==> src/rtl/pipelined_cla_addsub.sv <==
// Pipelined carry-lookahead add/sub/adc/sbb with a valid/ready handshake on both sides.
// Optional saturation on signed overflow when PIPE_ADDSUB_SAT_EN is defined.
module pipelined_cla_addsub #(
  parameter int WIDTH  = 32,
  parameter int STAGES = 2,
  parameter int GROUP  = 4
) (
  input  logic             clk,
  input  logic             rst,
  input  logic             in_valid,
  output logic             in_ready,
  input  logic [WIDTH-1:0] a,
  input  logic [WIDTH-1:0] b,
  input  logic [1:0]       op,
  input  logic             cin,
`ifdef PIPE_ADDSUB_SAT_EN
  input  logic             sat,
`endif
  output logic             out_valid,
  input  logic             out_ready,
  output logic [WIDTH-1:0] sum,
  output logic             cout,
  output logic             ovf,
  output logic             zero
);

  localparam int SW = WIDTH / STAGES;
  localparam int NG = SW / GROUP;

  // One slice: per-bit g/p, group G/P, lookahead across groups, then bit carries inside each group.
  function automatic logic [SW:0] cla_slice(input logic [SW-1:0] x, input logic [SW-1:0] y,
                                            input logic ci);
    logic [SW-1:0] g, p, c_bit;
    logic [NG:0]   gc;
    logic          gg, gp, c;
    g     = x & y;
    p     = x | y;
    gc    = '0;
    c_bit = '0;
    gc[0] = ci;
    for (int j = 0; j < NG; j++) begin
      gg = 1'b0;
      gp = 1'b1;
      for (int i = 0; i < GROUP; i++) begin
        gg = g[j*GROUP+i] | (p[j*GROUP+i] & gg);
        gp = gp & p[j*GROUP+i];
      end
      gc[j+1] = gg | (gp & gc[j]);
    end
    for (int j = 0; j < NG; j++) begin
      c = gc[j];
      for (int i = 0; i < GROUP; i++) begin
        c_bit[j*GROUP+i] = c;
        c = g[j*GROUP+i] | (p[j*GROUP+i] & c);
      end
    end
    return {gc[NG], x ^ y ^ c_bit};
  endfunction

  logic             en;
  logic [WIDTH-1:0] bp_in;
  logic             c0;

  assign en       = ~out_valid | out_ready;
  assign in_ready = en;
  assign bp_in    = op[0] ? ~b : b;
  assign c0       = op[1] ? cin : op[0];

  // Stage k register holds the sum bits finished so far plus skewed operands for later slices.
  logic [WIDTH-1:0]  a_q  [STAGES];
  logic [WIDTH-1:0]  bp_q [STAGES];
  logic [WIDTH-1:0]  s_q  [STAGES];
  logic              c_q  [STAGES];
  logic [STAGES-1:0] v_q;

  logic [WIDTH-1:0]  a_i  [STAGES];
  logic [WIDTH-1:0]  bp_i [STAGES];
  logic [WIDTH-1:0]  s_i  [STAGES];
  logic              c_i  [STAGES];
  logic [STAGES-1:0] v_i;
  logic [SW:0]       slice_r [STAGES];
  logic [WIDTH-1:0]  s_nx [STAGES];
  logic              c_nx [STAGES];
`ifdef PIPE_ADDSUB_SAT_EN
  logic              sat_q [STAGES];
  logic              sat_i [STAGES];
`endif

  always_comb begin
    a_i[0]  = a;
    bp_i[0] = bp_in;
    s_i[0]  = '0;
    c_i[0]  = c0;
    v_i[0]  = in_valid;
`ifdef PIPE_ADDSUB_SAT_EN
    sat_i[0] = sat;
`endif
    for (int k = 1; k < STAGES; k++) begin
      a_i[k]  = a_q[k-1];
      bp_i[k] = bp_q[k-1];
      s_i[k]  = s_q[k-1];
      c_i[k]  = c_q[k-1];
      v_i[k]  = v_q[k-1];
`ifdef PIPE_ADDSUB_SAT_EN
      sat_i[k] = sat_q[k-1];
`endif
    end
  end

  always_comb begin
    for (int k = 0; k < STAGES; k++) begin
      slice_r[k]           = cla_slice(a_i[k][k*SW +: SW], bp_i[k][k*SW +: SW], c_i[k]);
      s_nx[k]              = s_i[k];
      s_nx[k][k*SW +: SW]  = slice_r[k][SW-1:0];
      c_nx[k]              = slice_r[k][SW];
    end
  end

  // Flags come from the full result leaving the final slice; the carry into the MSB is recovered
  // from the MSB sum bit and its operands.
  logic [WIDTH-1:0] fin_sum, res_sum;
  logic             fin_cmsb, fin_ovf;

  assign fin_sum  = s_nx[STAGES-1];
  assign fin_cmsb = fin_sum[WIDTH-1] ^ a_i[STAGES-1][WIDTH-1] ^ bp_i[STAGES-1][WIDTH-1];
  assign fin_ovf  = fin_cmsb ^ c_nx[STAGES-1];

`ifdef PIPE_ADDSUB_SAT_EN
  // NOTE: every combinational output gets a default before the conditional, so no latch is inferred.
  always_comb begin
    res_sum = fin_sum;
    if (sat_i[STAGES-1] && fin_ovf)
      res_sum = a_i[STAGES-1][WIDTH-1] ? {1'b1, {(WIDTH-1){1'b0}}} : {1'b0, {(WIDTH-1){1'b1}}};
  end
`else
  assign res_sum = fin_sum;
`endif

  // NOTE: operand/partial-sum registers carry no reset; only valid bits and visible outputs need one.
  always_ff @(posedge clk) begin
    if (en) begin
      for (int k = 0; k < STAGES; k++) begin
        a_q[k]  <= a_i[k];
        bp_q[k] <= bp_i[k];
        s_q[k]  <= s_nx[k];
        c_q[k]  <= c_nx[k];
`ifdef PIPE_ADDSUB_SAT_EN
        sat_q[k] <= sat_i[k];
`endif
      end
    end
  end

  // NOTE: sequential state uses non-blocking assignments so all stages advance on the same edge.
  always_ff @(posedge clk) begin
    if (rst) begin
      v_q  <= '0;
      sum  <= '0;
      cout <= 1'b0;
      ovf  <= 1'b0;
      zero <= 1'b0;
    end else if (en) begin
      v_q  <= v_i;
      sum  <= res_sum;
      cout <= c_nx[STAGES-1];
      ovf  <= fin_ovf;
      zero <= ~|res_sum;
    end
  end

  assign out_valid = v_q[STAGES-1];

endmodule

==> config.mk <==
export PLATFORM = sky130hd
export DESIGN_NAME = pipelined_cla_addsub
export DESIGN_NICKNAME = d
export VERILOG_FILES = /design/src/rtl/pipelined_cla_addsub.sv
export SDC_FILE = /design/constraint.sdc
export NUM_CORES = 1
export LEC_CHECK = 0
export ABC_AREA = 1
export CAP_MARGIN = 40
export CORE_MARGIN = 2
export CORE_UTILIZATION = 35
export CTS_CLUSTER_DIAMETER = 60
export CTS_CLUSTER_SIZE = 8
export DETAILED_ROUTE_END_ITERATION = 10
export HOLD_SLACK_MARGIN = 0.03
export PLACE_DENSITY = 0.63
export SYNTH_ARGS = -nofsm -noshare
export SYNTH_HDL_FRONTEND = slang
export SYNTH_SLANG_ARGS = --single-unit
==> constraint.sdc <==
create_clock -name clk -period 3.1 [get_ports clk]
set_clock_uncertainty 0.05 [all_clocks]
set_input_delay 0.31 -clock clk [delete_from_list [all_inputs] [get_ports clk]]
set_output_delay 0.31 -clock clk [all_outputs]
set_load 0.02 [all_outputs]
==> report_table.html <==
<table>
<tr><th>Metric</th><th>Value</th></tr>
<tr><th colspan="2">Floorplan</th></tr>
<tr><td>Die outline height</td><td>125 microns</td></tr>
<tr><td>Floorplan Core Area</td><td>14,500 sq um</td></tr>
<tr><td>IO Pins</td><td>108</td></tr>
<tr><td>Die Width</td><td>125 microns</td></tr>
<tr><td>Row Count</td><td>44</td></tr>
<tr><td>Die area</td><td>15,700 sq um</td></tr>
<tr><td>Initial cell density of the core</td><td>35.6%</td></tr>
<tr><th colspan="2">Synth</th></tr>
<tr><td>Fraction of registers with async set or reset after synthesis</td><td>0%</td></tr>
<tr><td>Count of different cell masters after synthesis</td><td>27</td></tr>
<tr><td>Synth Instances</td><td>510</td></tr>
<tr><td>Yosys warning count</td><td>0</td></tr>
<tr><td>EDFF count, synth</td><td>49</td></tr>
<tr><td>Post-synth top flop</td><td>sky130_fd_sc_hd__edfxtp_1</td></tr>
<tr><td>Avg Inst Size Synth</td><td>10.1 sq um</td></tr>
<tr><td>Post-synthesis net count</td><td>669</td></tr>
<tr><td>Register area share after synthesis</td><td>42.9%</td></tr>
<tr><td>Synthesized flop and latch total</td><td>86</td></tr>
<tr><td>Mapped cell area</td><td>5160 sq um</td></tr>
<tr><th colspan="2">Power</th></tr>
<tr><td>Register share of total power</td><td>40.6%</td></tr>
<tr><td>Largest vdd supply drop</td><td>0.247 mV</td></tr>
<tr><td>Switching power</td><td>1.14 mW</td></tr>
<tr><td>Overall power</td><td>3.84 mW</td></tr>
<tr><td>Fraction of power consumed by the clock network</td><td>27.7%</td></tr>
<tr><td>Power density over the cells</td><td>524 nW/um^2</td></tr>
<tr><td>Fraction of power spent switching nets</td><td>29.7%</td></tr>
<tr><td>Internal</td><td>2.70 mW</td></tr>
<tr><td>Leak</td><td>3.39 nW</td></tr>
<tr><td>Combinational power share</td><td>31.7%</td></tr>
<tr><th colspan="2">Global routing</th></tr>
<tr><td>Global-route wire length before repair</td><td>18.1 mm</td></tr>
<tr><td>Number of global-route vias before repair</td><td>3,837</td></tr>
<tr><td>Pin count of the biggest net entering global routing</td><td>91</td></tr>
<tr><td>GRT Residual Overflow</td><td>0</td></tr>
<tr><td>Initial antenna violation count</td><td>0</td></tr>
<tr><td>All-layer global routing usage</td><td>14.4%</td></tr>
<tr><th colspan="2">STA</th></tr>
<tr><td>Final Critical Period</td><td>3170 ps</td></tr>
<tr><td>Total Neg Setup Slack</td><td>-121 ps</td></tr>
<tr><td>FMAX</td><td>316 MHz</td></tr>
<tr><td>Slack of the critical path</td><td>-68.9 ps</td></tr>
<tr><td>Final setup violation count</td><td>2</td></tr>
<tr><td>Fin crit share</td><td>102%</td></tr>
<tr><td>Normalized max-slew margin</td><td>67.2%</td></tr>
<tr><td>Final Max Tran Viols</td><td>0</td></tr>
<tr><td>Unrepaired setup endpoints after global routing</td><td>yes</td></tr>
<tr><td>Count of final hold-check violations</td><td>0</td></tr>
<tr><td>Post-route worst hold slack</td><td>421 ps</td></tr>
<tr><td>Slew of the pin with the lowest slew margin</td><td>488 ps</td></tr>
<tr><th colspan="2">Critical path</th></tr>
<tr><td>Type of the setup path with the least slack</td><td>reg2reg</td></tr>
<tr><td>Startpoint of the lowest-slack register-to-register path</td><td>a_q[0][17]</td></tr>
<tr><td>Critical Path Start Type</td><td>register</td></tr>
<tr><td>CP Data Required Time</td><td>3320 ps</td></tr>
<tr><td>Endpoint type of the worst setup path</td><td>register</td></tr>
<tr><td>Maximum fanout encountered on the critical timing path</td><td>2</td></tr>
<tr><td>Launch point of the worst path</td><td>a_q[0][17]</td></tr>
<tr><td>Critical path data arrival time</td><td>3390 ps</td></tr>
<tr><th colspan="2">Cells and area</th></tr>
<tr><td>Synthesis-to-finish area growth</td><td>41.9%</td></tr>
<tr><td>Number of inserted diodes</td><td>0</td></tr>
<tr><td>Commonest cells after routing, fill and taps aside</td><td>104 x sky130_fd_sc_hd__inv_1, 101 x sky130_fd_sc_hd__clkdlybuf4s50_1, 59 x sky130_fd_sc_hd__ha_1</td></tr>
<tr><td>Most common cell after layout, fill and taps aside</td><td>sky130_fd_sc_hd__inv_1</td></tr>
<tr><td>Layout cell share with drive strength beyond 1</td><td>17.4%</td></tr>
<tr><td>Finished Layout Cells</td><td>855</td></tr>
<tr><td>Final Net Count</td><td>826</td></tr>
<tr><td>Cell area after layout</td><td>7320 sq um</td></tr>
<tr><th colspan="2">Clocking</th></tr>
<tr><td>Clock buffers created by TritonCTS</td><td>9</td></tr>
<tr><td>Clock tree from TritonCTS</td><td>done</td></tr>
<tr><td>Deepest level of the CTS H-tree</td><td>3</td></tr>
<tr><td>Sink count of the clock tree</td><td>86</td></tr>
<tr><td>Deepest clock path buffer count</td><td>2</td></tr>
<tr><td>Root Buffer Master</td><td>sky130_fd_sc_hd__clkbuf_16</td></tr>
<tr><td>Skew-Pair Late Insertion Delay</td><td>340 ps</td></tr>
<tr><td>Clock-pin slew reported for the worst setup and hold paths after clock tree synthesis</td><td>60 ps</td></tr>
<tr><th colspan="2">Placed design</th></tr>
<tr><td>Placer's final routability congestion estimate</td><td>0.857</td></tr>
<tr><td>Placed standard-cell area</td><td>6830 sq um</td></tr>
<tr><td>Placed wire-length estimate</td><td>8.66 mm</td></tr>
<tr><td>Placed instance count</td><td>832</td></tr>
<tr><td>PortBufs</td><td>107</td></tr>
<tr><th colspan="2">Drt</th></tr>
<tr><td>Remaining DRCs</td><td>0</td></tr>
<tr><td>Routed wire per std cell</td><td>13.2 microns</td></tr>
<tr><td>Detailed-routing iteration count for the pre-antenna-repair pass</td><td>4</td></tr>
<tr><td>Vias per cell</td><td>4.39</td></tr>
<tr><td>Drt first-iter violations</td><td>184</td></tr>
<tr><td>Post-detailed-routing wire length</td><td>11.3 mm</td></tr>
<tr><td>Total vias in the final route</td><td>3,752</td></tr>
<tr><td>Post-route antenna net violation count</td><td>0</td></tr>
<tr><th colspan="2">Run status</th></tr>
<tr><td>Run status</td><td>complete, but fails checks</td></tr>
<tr><td>Violations in the final reports</td><td>setup timing</td></tr>
<tr><th colspan="2">Hold path</th></tr>
<tr><td>Startpoint of the worst hold path</td><td>v_q[0]</td></tr>
<tr><td>Hold crit path type</td><td>reg2reg</td></tr>
<tr><th colspan="2">Flow run</th></tr>
<tr><td>Count of maximum capacitance violations</td><td>0</td></tr>
</table>
-- stage by stage --
step	setup slack [ps]	utilization (%)
after floorplan	0.328	-
after global placement	-405	47.1
after detailed placement	-506	47.2
after CTS	-214	49.5
after global routing	-306	50.6
final	-68.9	50.6
-- flip-flops by register name (all words and copies together), names as in the netlist --
register	cells
bp_q	16
v_q	2
zero	1
sum	32
ovf	1
cout	1
a_q	16
c_q	1
s_q	16
-- cell usage after synthesis (2+ instances only) --
library cell	count	area (sq um)
sky130_fd_sc_hd__nor3_1	4	20.0
sky130_fd_sc_hd__nand2_2	2	12.5
sky130_fd_sc_hd__nand2_1	18	67.6
sky130_fd_sc_hd__xor2_1	19	166
sky130_fd_sc_hd__nor2_1	58	218
sky130_fd_sc_hd__buf_2	3	15.0
sky130_fd_sc_hd__nor4_1	11	68.8
sky130_fd_sc_hd__ha_1	64	801
sky130_fd_sc_hd__o21bai_1	6	45.0
sky130_fd_sc_hd__o21ai_0	36	180
sky130_fd_sc_hd__clkbuf_1	10	37.5
sky130_fd_sc_hd__fa_1	24	480
sky130_fd_sc_hd__xnor2_1	23	201
sky130_fd_sc_hd__nand3_2	2	20.0
sky130_fd_sc_hd__nand3_1	9	45.0
sky130_fd_sc_hd__inv_1	109	409
sky130_fd_sc_hd__dfxtp_1	37	741
sky130_fd_sc_hd__edfxtp_1	49	1470
sky130_fd_sc_hd__a21oi_1	18	90.1
-- critical path, cell delays in order (launching register included) --
cell,delay [ps]
sky130_fd_sc_hd__edfxtp_1,350
sky130_fd_sc_hd__inv_1,50
sky130_fd_sc_hd__ha_1,230
sky130_fd_sc_hd__nor3_2,170
sky130_fd_sc_hd__nand3_1,120
sky130_fd_sc_hd__nand3_2,130
sky130_fd_sc_hd__nand2_2,80
sky130_fd_sc_hd__nand2_4,80
sky130_fd_sc_hd__nand2_2,50
sky130_fd_sc_hd__nand2_2,110
sky130_fd_sc_hd__fa_2,180
sky130_fd_sc_hd__inv_1,50
sky130_fd_sc_hd__fa_2,340
sky130_fd_sc_hd__fa_2,560
sky130_fd_sc_hd__nand3_2,80
sky130_fd_sc_hd__nor4_2,240
sky130_fd_sc_hd__nand2_1,100
sky130_fd_sc_hd__a21oi_2,120
-- final timing paths --
check,endpoint,slack (ps),cells past startpoint
worst min-delay path,v_q[0],420,2
worst min register to register,v_q[0],420,2
worst max-delay path,zero,-70,17
worst max register to register,zero,-70,17
-- layer usage --
layer	vias to the layer above	share of wire (%)	GRT usage, %
met1	1760	42	16.7
met2	79	52	26.0
met4	0	2.2	6.34
met3	17	3.9	2.44
met5	-	0	0
li1	1896	-	-
-- cell type report --
type / count / area, sq um
repair buffers: 160 / 1510
flip-flops and latches: 86 / 2210
inverters: 110 / 414
multi-input cells: 300 / 2670
clock buffers: 13 / 250
well taps: 184 / 230
fillers: 1288 / 7160
clock inverters: 2 / 33.8
-- repair_timing --
item,4_1_cts,5_1_grt
gates resized for setup,15,29
setup endpoints to repair,9,6
setup buffers,2,6
pin swaps,4,14
hold buffers,0,0
-- cell families after synthesis --
logic type,Yosys count,share of synthesized area (%)
and+or+nand+nor,108,9.60
xor gates and xnor gates,42,7.13
buffers and inverters,124,9.16
AOI/OAI and AO/OA,62,6.42
adders and majority gates,88,24.8
DFF,86,42.9
-- power by group through the flow --
stage / Combinational, mW / Clock [mW] / Sequential, mW
final: 1.22 / 1.06 / 1.56
after global routing: 1.34 / 1.13 / 1.59
after CTS: 1.17 / 1.08 / 1.56
after detailed placement: 1.14 / 0 / 1.58
after global placement: 1.10 / 0 / 1.58
after floorplan: 0.498 / 0 / 1.67
Power figures use the tool's default switching activity.
